===== config.mk =====
export PLATFORM = sky130hd
export DESIGN_NAME = baud_tick_gen_mc
export DESIGN_NICKNAME = d
export VERILOG_FILES = /design/src/rtl/baud_tick_gen_mc.sv
export SDC_FILE = /design/constraint.sdc
export NUM_CORES = 1
export LEC_CHECK = 0
export ABC_AREA = 1
export CAP_MARGIN = 20
export CELL_PAD_IN_SITES_DETAIL_PLACEMENT = 0
export CELL_PAD_IN_SITES_GLOBAL_PLACEMENT = 1
export CORE_MARGIN = 2
export CORE_UTILIZATION = 35
export CTS_CLUSTER_SIZE = 16
export DETAILED_ROUTE_END_ITERATION = 10
export HOLD_SLACK_MARGIN = 0.1
export PLACE_DENSITY_LB_ADDON = 0.25
export SLEW_MARGIN = 20
export SYNTH_ARGS = -nofsm -noshare
export SYNTH_HDL_FRONTEND = slang
export SYNTH_SLANG_ARGS = --single-unit

===== constraint.sdc =====
create_clock -name clk -period 11 [get_ports clk]
set_input_delay 1.65 -clock clk [delete_from_list [all_inputs] [get_ports clk]]
set_output_delay 1.65 -clock clk [all_outputs]
set_load 0.1 [all_outputs]

===== src/rtl/baud_tick_gen_mc.sv =====
// Multi-channel fractional baud tick generator: each channel emits an oversample tick
// every I+1(+carry) cycles and a bit-rate tick on every OVS-th oversample tick.
module baud_tick_gen_mc #(
  parameter int NCH    = 4,
  parameter int CNT_W  = 16,
  parameter int FRAC_W = 4,
  parameter int OVS    = 16
) (
  input  logic                                  clk,
  input  logic                                  reset,
  input  logic                                  cfg_wr,
  input  logic [2:0]                            cfg_ch,
  input  logic                                  cfg_en,
  input  logic [CNT_W-1:0]                      cfg_int,
  input  logic [((FRAC_W > 0) ? FRAC_W : 1)-1:0] cfg_frac,
  output logic                                  cfg_ack,
  output logic                                  cfg_err,
  output logic [NCH-1:0]                        baud_tick,
  output logic [NCH-1:0]                        xmit_tick,
  output logic [NCH-1:0]                        pend
);

  localparam int FW = (FRAC_W > 0) ? FRAC_W : 1;
  localparam logic [3:0] SUB_LAST = 4'(OVS - 1);

  logic          ch_ok;
  logic          ack_q, ack_d, err_q, err_d;
  logic [FW-1:0] frac_in;

  assign ch_ok   = ({1'b0, cfg_ch} < 4'(NCH));
  assign frac_in = (FRAC_W > 0) ? cfg_frac : '0;
  assign ack_d   = cfg_wr && ch_ok;
  assign err_d   = cfg_wr && !ch_ok;
  assign cfg_ack = ack_q;
  assign cfg_err = err_q;

  always_ff @(posedge clk or posedge reset) begin
    if (reset) begin
      ack_q <= 1'b0;
      err_q <= 1'b0;
    end else begin
      ack_q <= ack_d;
      err_q <= err_d;
    end
  end

  for (genvar c = 0; c < NCH; c++) begin : g_ch
    logic             wr_hit;
    logic             en_q, en_d;
    logic [CNT_W-1:0] cnt_q, cnt_d;
    logic [FW-1:0]    acc_q, acc_d;
    logic [3:0]       sub_q, sub_d;
    logic [CNT_W-1:0] ai_q, ai_d, pi_q, pi_d;
    logic [FW-1:0]    af_q, af_d, pf_q, pf_d;
    logic             pv_q, pv_d;
    logic             bt_q, bt_d, xt_q, xt_d;
    logic [FW:0]      acc_sum;
    logic             carry;

    assign wr_hit  = cfg_wr && (cfg_ch == 3'(c));
    assign acc_sum = {1'b0, acc_q} + {1'b0, af_q};
    assign carry   = (FRAC_W > 0) && acc_sum[FW];

    always_comb begin
      en_d  = en_q;
      cnt_d = cnt_q;
      acc_d = acc_q;
      sub_d = sub_q;
      ai_d  = ai_q;
      af_d  = af_q;
      pi_d  = pi_q;
      pf_d  = pf_q;
      pv_d  = pv_q;
      bt_d  = 1'b0;
      xt_d  = 1'b0;
      if (en_q) begin
        if (cnt_q != '0) begin
          cnt_d = cnt_q - 1'b1;
        end else begin
          bt_d  = 1'b1;
          xt_d  = (sub_q == SUB_LAST);
          sub_d = (sub_q == SUB_LAST) ? 4'd0 : sub_q + 4'd1;
          // A pending divisor takes over at the tick boundary and restarts the fraction.
          if (pv_q) begin
            ai_d  = pi_q;
            af_d  = pf_q;
            cnt_d = pi_q;
            acc_d = '0;
            pv_d  = 1'b0;
          end else begin
            acc_d = acc_sum[FW-1:0];
            cnt_d = ai_q + CNT_W'(carry);
          end
        end
      end
      // Writes land after the tick decision so a same-cycle write becomes the next pending value.
      if (wr_hit) begin
        if (!cfg_en) begin
          en_d  = 1'b0;
          cnt_d = '0;
          acc_d = '0;
          sub_d = 4'd0;
          pv_d  = 1'b0;
          bt_d  = 1'b0;
          xt_d  = 1'b0;
        end else if (!en_q) begin
          en_d  = 1'b1;
          ai_d  = cfg_int;
          af_d  = frac_in;
          cnt_d = '0;
          acc_d = '0;
          sub_d = 4'd0;
          pv_d  = 1'b0;
        end else begin
          pi_d = cfg_int;
          pf_d = frac_in;
          pv_d = 1'b1;
        end
      end
    end

    always_ff @(posedge clk or posedge reset) begin
      if (reset) begin
        en_q  <= 1'b0;
        cnt_q <= '0;
        acc_q <= '0;
        sub_q <= 4'd0;
        ai_q  <= '0;
        af_q  <= '0;
        pi_q  <= '0;
        pf_q  <= '0;
        pv_q  <= 1'b0;
        bt_q  <= 1'b0;
        xt_q  <= 1'b0;
      end else begin
        en_q  <= en_d;
        cnt_q <= cnt_d;
        acc_q <= acc_d;
        sub_q <= sub_d;
        ai_q  <= ai_d;
        af_q  <= af_d;
        pi_q  <= pi_d;
        pf_q  <= pf_d;
        pv_q  <= pv_d;
        bt_q  <= bt_d;
        xt_q  <= xt_d;
      end
    end

    assign baud_tick[c] = bt_q;
    assign xmit_tick[c] = xt_q;
    assign pend[c]      = pv_q;
  end

endmodule


==> results.yml, run 1 <==
layout:
  fin_util_pct: 39.67
  multi_input_area_um2: 8940
  final_layout_size_suffix_gt1_share_pct: 5.689
  synthToLayoutAreaGrowth_pct: 11.74
  fillers: 5147
  final_nets: 2536
  fin_cells: 3161
  postLayoutCellArea_um2: 19420
  seqCellArea_um2: 6857
setup_path:
  end_kind: "output pin"
  criticalPathCategory: "reg -> out"
  startpoint_type: "flop"
  required_ps: 9350
  reg2reg_from: "g_ch[3].af_q[0]"
  r2r-end: "g_ch[3].cnt_q[8]"
  r2r_cells: 13
  cp_max_fo: 36
  arrival_ps: 2490
  r2r_slack_ps: 8020
grt:
  grt_start_max_net_pins: 163
  grt_pass1_vias: 15697
  grt-ovfl-total: 0
  track_usage_pct: 22.17
  grt_pass1_wl_mm: 88.89
  antenna_found_initial: 2
routing:
  vias: 16128
  totalWireLength_mm: 55.45
  post_drt_wl_per_cell_um: 17.54
  first_pass_iters: 6
  via_per_inst: 5.102
  ant_nets: 0
  drc: 0
  first_iter_violations: 1272
clocking:
  ctsHoldBuffers: 0
  clockBufferDepth: 3
  cts_resized: 0
  clk_pin_slew_worst_paths_ps: 60
  cts_root_buffer: "clkbuf_16"
  numCtsBuffers: 36
  htreeDepth: 2
  clk_latency_ps: 560
  post_cts_buffers: 0
  cts.sinks: 274
  cts_tree: "done"
logic_synthesis:
  synth-edff-count: 0
  yosysUniqueCellTypes: 46
  ys_async_sr_fraction_pct: 100.0
  synth_top_flop_cell: "dfrtp_1"
  synth.avg_cell_area_um2: 7.010
  ys_seq_area_share_pct: 39.46
  ys_ff_latch: 274
  postSynthCellCount: 2479
  syn_nets: 2546
  syn-cell-area_um2: 17380
  yosys_warnings: 0
floorplan:
  initial_core_util_pct: 35.50
  die_w_um: 226.8
  core_area_um2: 48950
  floorplan.rows: 81
  ios: 41
  design.die.area_um2: 51450
  die_h_um: 226.8
sta:
  slew_headroom_pct: 26.12
  skew_ps: 23.91
  worst_pin_slew_ps: 1108
  maxSlewViolCount: 0
  hold_ws_ps: 484.9
  finalHoldViolations: 0
  setup_slack_ps: 6861
  fin_crit_sh_pct: 37.63
  grt_setup_unrepaired: "false"
  fmax_mhz: 241.6
  setup_tns_ps: 0
  finalCriticalPeriod_ps: 4139
  setup_violations: 0
power:
  power.share.clock_pct: 31.1
  p_comb_share_pct: 30.4
  switchingPower_mw: 1.547
  p_per_area_nw_per_um2: 206.7
  p_sw_share_pct: 38.54
  vdd_drop_max_uv: 111.0
  total_power_mw: 4.014
  seq_power_share_pct: 38.4
  internal-power_mw: 2.467
  leakage_nw: 9.395
min_path:
  hold_class: "reg -> reg"
  whs_endpoint: "g_ch[2].pi_q[9]"
  hold_depth: 2
  min_from: "g_ch[2].pi_q[9]"
job:
  drv_cap: 0
placed_design:
  dp_slack_ps: 5938
  placed_area_um2: 18170
  hpwlAfterDp_mm: 37.88
  io_buffers: 40
  gp_congestion: 0.8824
  dp.cells: 3094
outcome:
  outcome: "finished clean"
[critical path: stages, from the launching register on]
cell,delay [ps]
dfrtp_1,320
buf_4,360
clkdlybuf4s50_1,1240
[final cells by class]
| class | instances | area share [%] |
|---|---|---|
| diodes | 1 | 0.01289 |
| repair buffers | 54 | 2.655 |
| flip-flops and latches | 274 | 35.31 |
| multi-input cells | 1830 | 46.04 |
| inverters | 273 | 5.329 |
| clock inverters | 15 | 0.9923 |
| clock buffers | 50 | 5.380 |
| well taps | 664 | 4.279 |
[Yosys cell counts, drive strengths merged (2+ instances only)]
master  instances  share of area (%)
a22oi           7               0.30
nand4          24               0.86
xnor2          12               0.60
inv           271                5.9
mux2i          10               0.58
buf            68                2.5
o22ai           5               0.18
o211ai          8               0.35
a31oi          21               0.76
or2             8               0.29
fa              4               0.46
a21boi         15               0.65
dfrtp         274                 39
nand3b          5               0.22
a21oi         118                3.4
clkinv          2              0.043
nor3           27               0.99
ha             36                2.6
o21ai         289                8.4
nand2         740                 16
o31ai           6               0.26
xor2           25                1.3
nor2          245                6.1
nand3         223                6.9
clkbuf         34               0.73
[how the worst max path moves through the flow]
stage                       from                to  depth (start not counted)
floorplan                  reset           cfg_ack                          1
CTS                       cfg_en   g_ch[1].ai_q[9]                          6
global route        g_ch[3].pv_q           pend[3]                          2
detailed placement        cfg_en   g_ch[1].ai_q[8]                          6
global placement          cfg_en  g_ch[1].ai_q[10]                          6
finish              g_ch[0].pv_q           pend[0]                          2
[flip-flops by register name (all words and copies together) (netlist names)]
| signal | cells |
|---|---|
| cfg_err | 1 |
| g_ch.af_q | 16 |
| g_ch.bt_q | 4 |
| g_ch.en_q | 4 |
| g_ch.pv_q | 4 |
| g_ch.acc_q | 16 |
| g_ch.cnt_q | 64 |
| g_ch.ai_q | 64 |
| cfg_ack | 1 |
| g_ch.pi_q | 64 |
| g_ch.pf_q | 16 |
| g_ch.sub_q | 16 |
| g_ch.xt_q | 4 |
[layer usage]
| metal | vias to the layer above | global-route usage (%) | part of all wire [%] |
|---|---|---|---|
| met4 | 0 | 6.218 | 2.1 |
| met1 | 7716 | 31.82 | 49 |
| met3 | 63 | 2.384 | 4.4 |
| li1 | 8028 | - | - |
| met5 | - | 0 | 0 |
| met2 | 321 | 35.25 | 45 |
[kinds of logic after synthesis]
logic type	synth area share, %
AO/OA/AOI/OAI	14.39
XOR/XNOR	1.865
adder cells (fa/ha/maj)	3.053
buffers and inverters	9.123
flip-flops	39.46
multiplexers	0.5761
AND/OR/NAND/NOR	31.54
[power groups by stage]
| stage | registers, mW | logic (mW) | clock network [mW] |
|---|---|---|---|
| after floorplan | 1.48 | 0.961 | 0 |
| after detailed placement | 1.55 | 1.22 | 0 |
| after global routing | 1.59 | 1.42 | 1.32 |
| final | 1.54 | 1.22 | 1.25 |
| after CTS | 1.54 | 1.22 | 1.29 |
| after global placement | 1.55 | 1.19 | 0 |
[cells in the final DEF (no fill, tap or decap), types with 4 or more instances in the layout]
| master | instances |
|---|---|
| clkbuf_1 | 6 |
| a21boi_0 | 12 |
| nor2_1 | 226 |
| nand2_2 | 9 |
| nand3_2 | 5 |
| ha_1 | 36 |
| clkdlybuf4s50_1 | 40 |
| o31ai_1 | 6 |
| fa_1 | 4 |
| a21oi_1 | 117 |
| nor3_1 | 22 |
| nand4_1 | 24 |
| nand3_4 | 4 |
| clkbuf_16 | 37 |
| xnor2_1 | 12 |
| nand3b_1 | 5 |
| a22oi_1 | 7 |
| buf_4 | 12 |
| bufinv_16 | 4 |
| nor2_2 | 5 |
| inv_1 | 260 |
| or2_2 | 7 |
| inv_6 | 4 |
| dfrtp_1 | 274 |
| clkbuf_8 | 7 |
| o21ai_2 | 5 |
| o22ai_1 | 5 |
| o211ai_1 | 8 |
| o21ai_0 | 251 |
| mux2i_1 | 10 |
| xor2_1 | 25 |
| o21ai_1 | 33 |
| a31oi_1 | 21 |
| nand3_1 | 214 |
| inv_2 | 9 |
| nor2_4 | 12 |
| clkinv_2 | 6 |
| nand2_1 | 728 |
(Power assumes the default switching activity.)
==> run 2: changes to the inputs <==
==> constraint.sdc (replaced) <==
create_clock -name clk -period 4.05 [get_ports clk]
set_input_delay 0.6075 -clock clk [delete_from_list [all_inputs] [get_ports clk]]
set_output_delay 0.6075 -clock clk [all_outputs]
set_load 0.1 [all_outputs]
==> run 2 against run 1 <==
Against the previous run:
- worst setup slack worse by 5700 ps
- total power grew to 2.7 times the previous value
- via count is 0.11% lower
- combinational power grew to 2.7 times the previous value
- die area stayed put
- register-to-register slack worse by 6900 ps
- critical path depth is 11 higher
- design area is 0.49% higher
- flip-flop and latch count stayed put
- clock skew is 5.6 ps lower
- count of clock-buffer cells in the layout is 5 higher
- critical path type is now reg -> reg
- largest cell class unchanged
- largest power group unchanged
==> results.yml, run 2 (synthesized netlist as in run 1, its figures left out) <==
outcome:
  outcome: "finished clean"
routing:
  first_iter_violations: 1324
  ant_nets: 0
  drc: 0
  totalWireLength_mm: 54.62
  first_pass_iters: 5
  vias: 16111
  post_drt_wl_per_cell_um: 17.20
  via_per_inst: 5.074
floorplan:
  ios: 41
  initial_core_util_pct: 35.50
  design.die.area_um2: 51450
  core_area_um2: 48950
  die_w_um: 226.8
  die_h_um: 226.8
  floorplan.rows: 81
layout:
  final_layout_size_suffix_gt1_share_pct: 6.215
  final_nets: 2551
  largestRegisters: "g_ch.ai_q x64, g_ch.cnt_q x64, g_ch.pi_q x64"
  fin_cells: 3175
  synthToLayoutAreaGrowth_pct: 12.29
  layout_commonest_cell: "nand2_1"
  final_cell_mix: "730 x nand2_1, 274 x dfrtp_1, 260 x inv_1"
grt:
  grt_pass1_wl_mm: 88.00
  track_usage_pct: 22.00
  grt-ovfl-total: 0
  antenna_found_initial: 1
  grt_pass1_vias: 15706
  grt_start_max_net_pins: 110
setup_path:
  criticalPathCategory: "reg -> reg"
  end_kind: "flop"
  required_ps: 4470
  arrival_ps: 3330
  cp_cell_sequence: "ha_1 > inv_1 > fa_1 > o21ai_0 > ha_1 > ha_1 > nand2_1 > nor2_1 > nand2_1 > o21ai_0 > nand3_1 > o21ai_0 > a21oi_1"
  critPathTopFamily: "adder cells"
  startpoint_type: "flop"
  max_stage_delay_ps: 430
  critical_path.slowest_cell: "dfrtp_1"
  critPathBufInv: 1
  cp_max_fo: 4
sta:
  finalCriticalPeriod_ps: 2918
  finalHoldViolations: 0
  fmax_mhz: 342.7
  setup_slack_ps: 1132
  worst_pin_slew_ps: 1079
  slew_headroom_pct: 27.88
  skew_ps: 18.36
  grt_setup_unrepaired: "false"
  maxSlewViolCount: 0
  setup_violations: 0
  fin_crit_sh_pct: 72.04
power:
  p_sw_share_pct: 38.35
  p_per_area_nw_per_um2: 555.2
  p_comb_share_pct: 30.5
  total_power_mw: 10.83
  leakage_nw: 9.450
  seq_power_share_pct: 38.6
  internal-power_mw: 6.679
  switchingPower_mw: 4.155
  vdd_drop_max_uv: 233.1
  power.share.clock_pct: 30.9
clocking:
  htreeDepth: 2
  cts.sinks: 274
  clk_latency_ps: 540
  cts_tree: "done"
  post_cts_buffers: 0
  cts_resized: 0
  ctsHoldBuffers: 0
  clockBufferDepth: 3
  clk_pin_slew_worst_paths_ps: 60
  cts_root_buffer: "clkbuf_16"
  numCtsBuffers: 37
placed_design:
  gp_congestion: 0.9105
  dp.cells: 3109
  io_buffers: 40
  dp_slack_ps: 1056
  hpwlAfterDp_mm: 37.99
job:
  drv_cap: 0
min_path:
  hold_class: "reg -> reg"
==> run 2: power groups by stage <==
stage	Combinational, mW	Sequential (mW)	Clock [mW]
after CTS	3.32	4.18	3.44
after floorplan	2.61	4.01	0
after global routing	3.86	4.30	3.54
after detailed placement	3.30	4.22	0
final	3.30	4.19	3.34
after global placement	3.26	4.21	0
==> run 2: path summary, 6_finish.rpt <==
path / depth (start not counted) / startpoint / slack (ps) / end
max in group asynchronous: 3 / reset / 2760 / g_ch[3].pf_q[3]
worst max register to register: 13 / g_ch[1].af_q[0] / 1130 / g_ch[1].cnt_q[8]
worst min register to register: 2 / g_ch[3].pi_q[1] / 480 / g_ch[3].pi_q[1]
worst min-delay path: 2 / g_ch[3].pi_q[1] / 480 / g_ch[3].pi_q[1]
worst max-delay path: 13 / g_ch[1].af_q[0] / 1130 / g_ch[1].cnt_q[8]
min in group asynchronous: 3 / reset / 610 / g_ch[1].pi_q[9]
==> run 2: cell type report <==
class,instances,area (um^2)
sequential,274,6857
inverter,273,1031
multi-input combinational,1830,8935
fill,5149,29440
clock inverter,10,115.1
timing repair buffer,68,625.6
antenna,1,2.502
clock buffer,55,1116
tap,664,830.8
==> run 2: worst register-to-register path, delay by kind of cell (launching register included) <==
kind                       cells  cell delay [ps]
DFF                            1              430
and+or+nand+nor                4              670
buffers and inverters          1               60
adders and majority gates      4             1010
AOI/OAI and AO/OA              4              630
==> run 2: per-layer routing <==
layer	vias up	track usage, %	wire (um)
li1	8040	-	-
met1	7655	31.12	26060
met2	347	34.99	24680
met3	69	2.967	2647
met4	0	6.346	1229
met5	-	0	0
==> run 2: per-stage QoR <==
step,setup TNS [ps],utilization [%],cell area [um^2],hold WS (ps)
6_report,0,39.86,19510,484.7
5_1_grt,0,39.86,19510,507.3
4_1_cts,0,39.86,19510,487.9
3_5_place_dp,0,37.34,18280,473.3
3_3_place_gp,0,37.34,18280,465.9
2_1_floorplan,-49560,-,17380,447.9
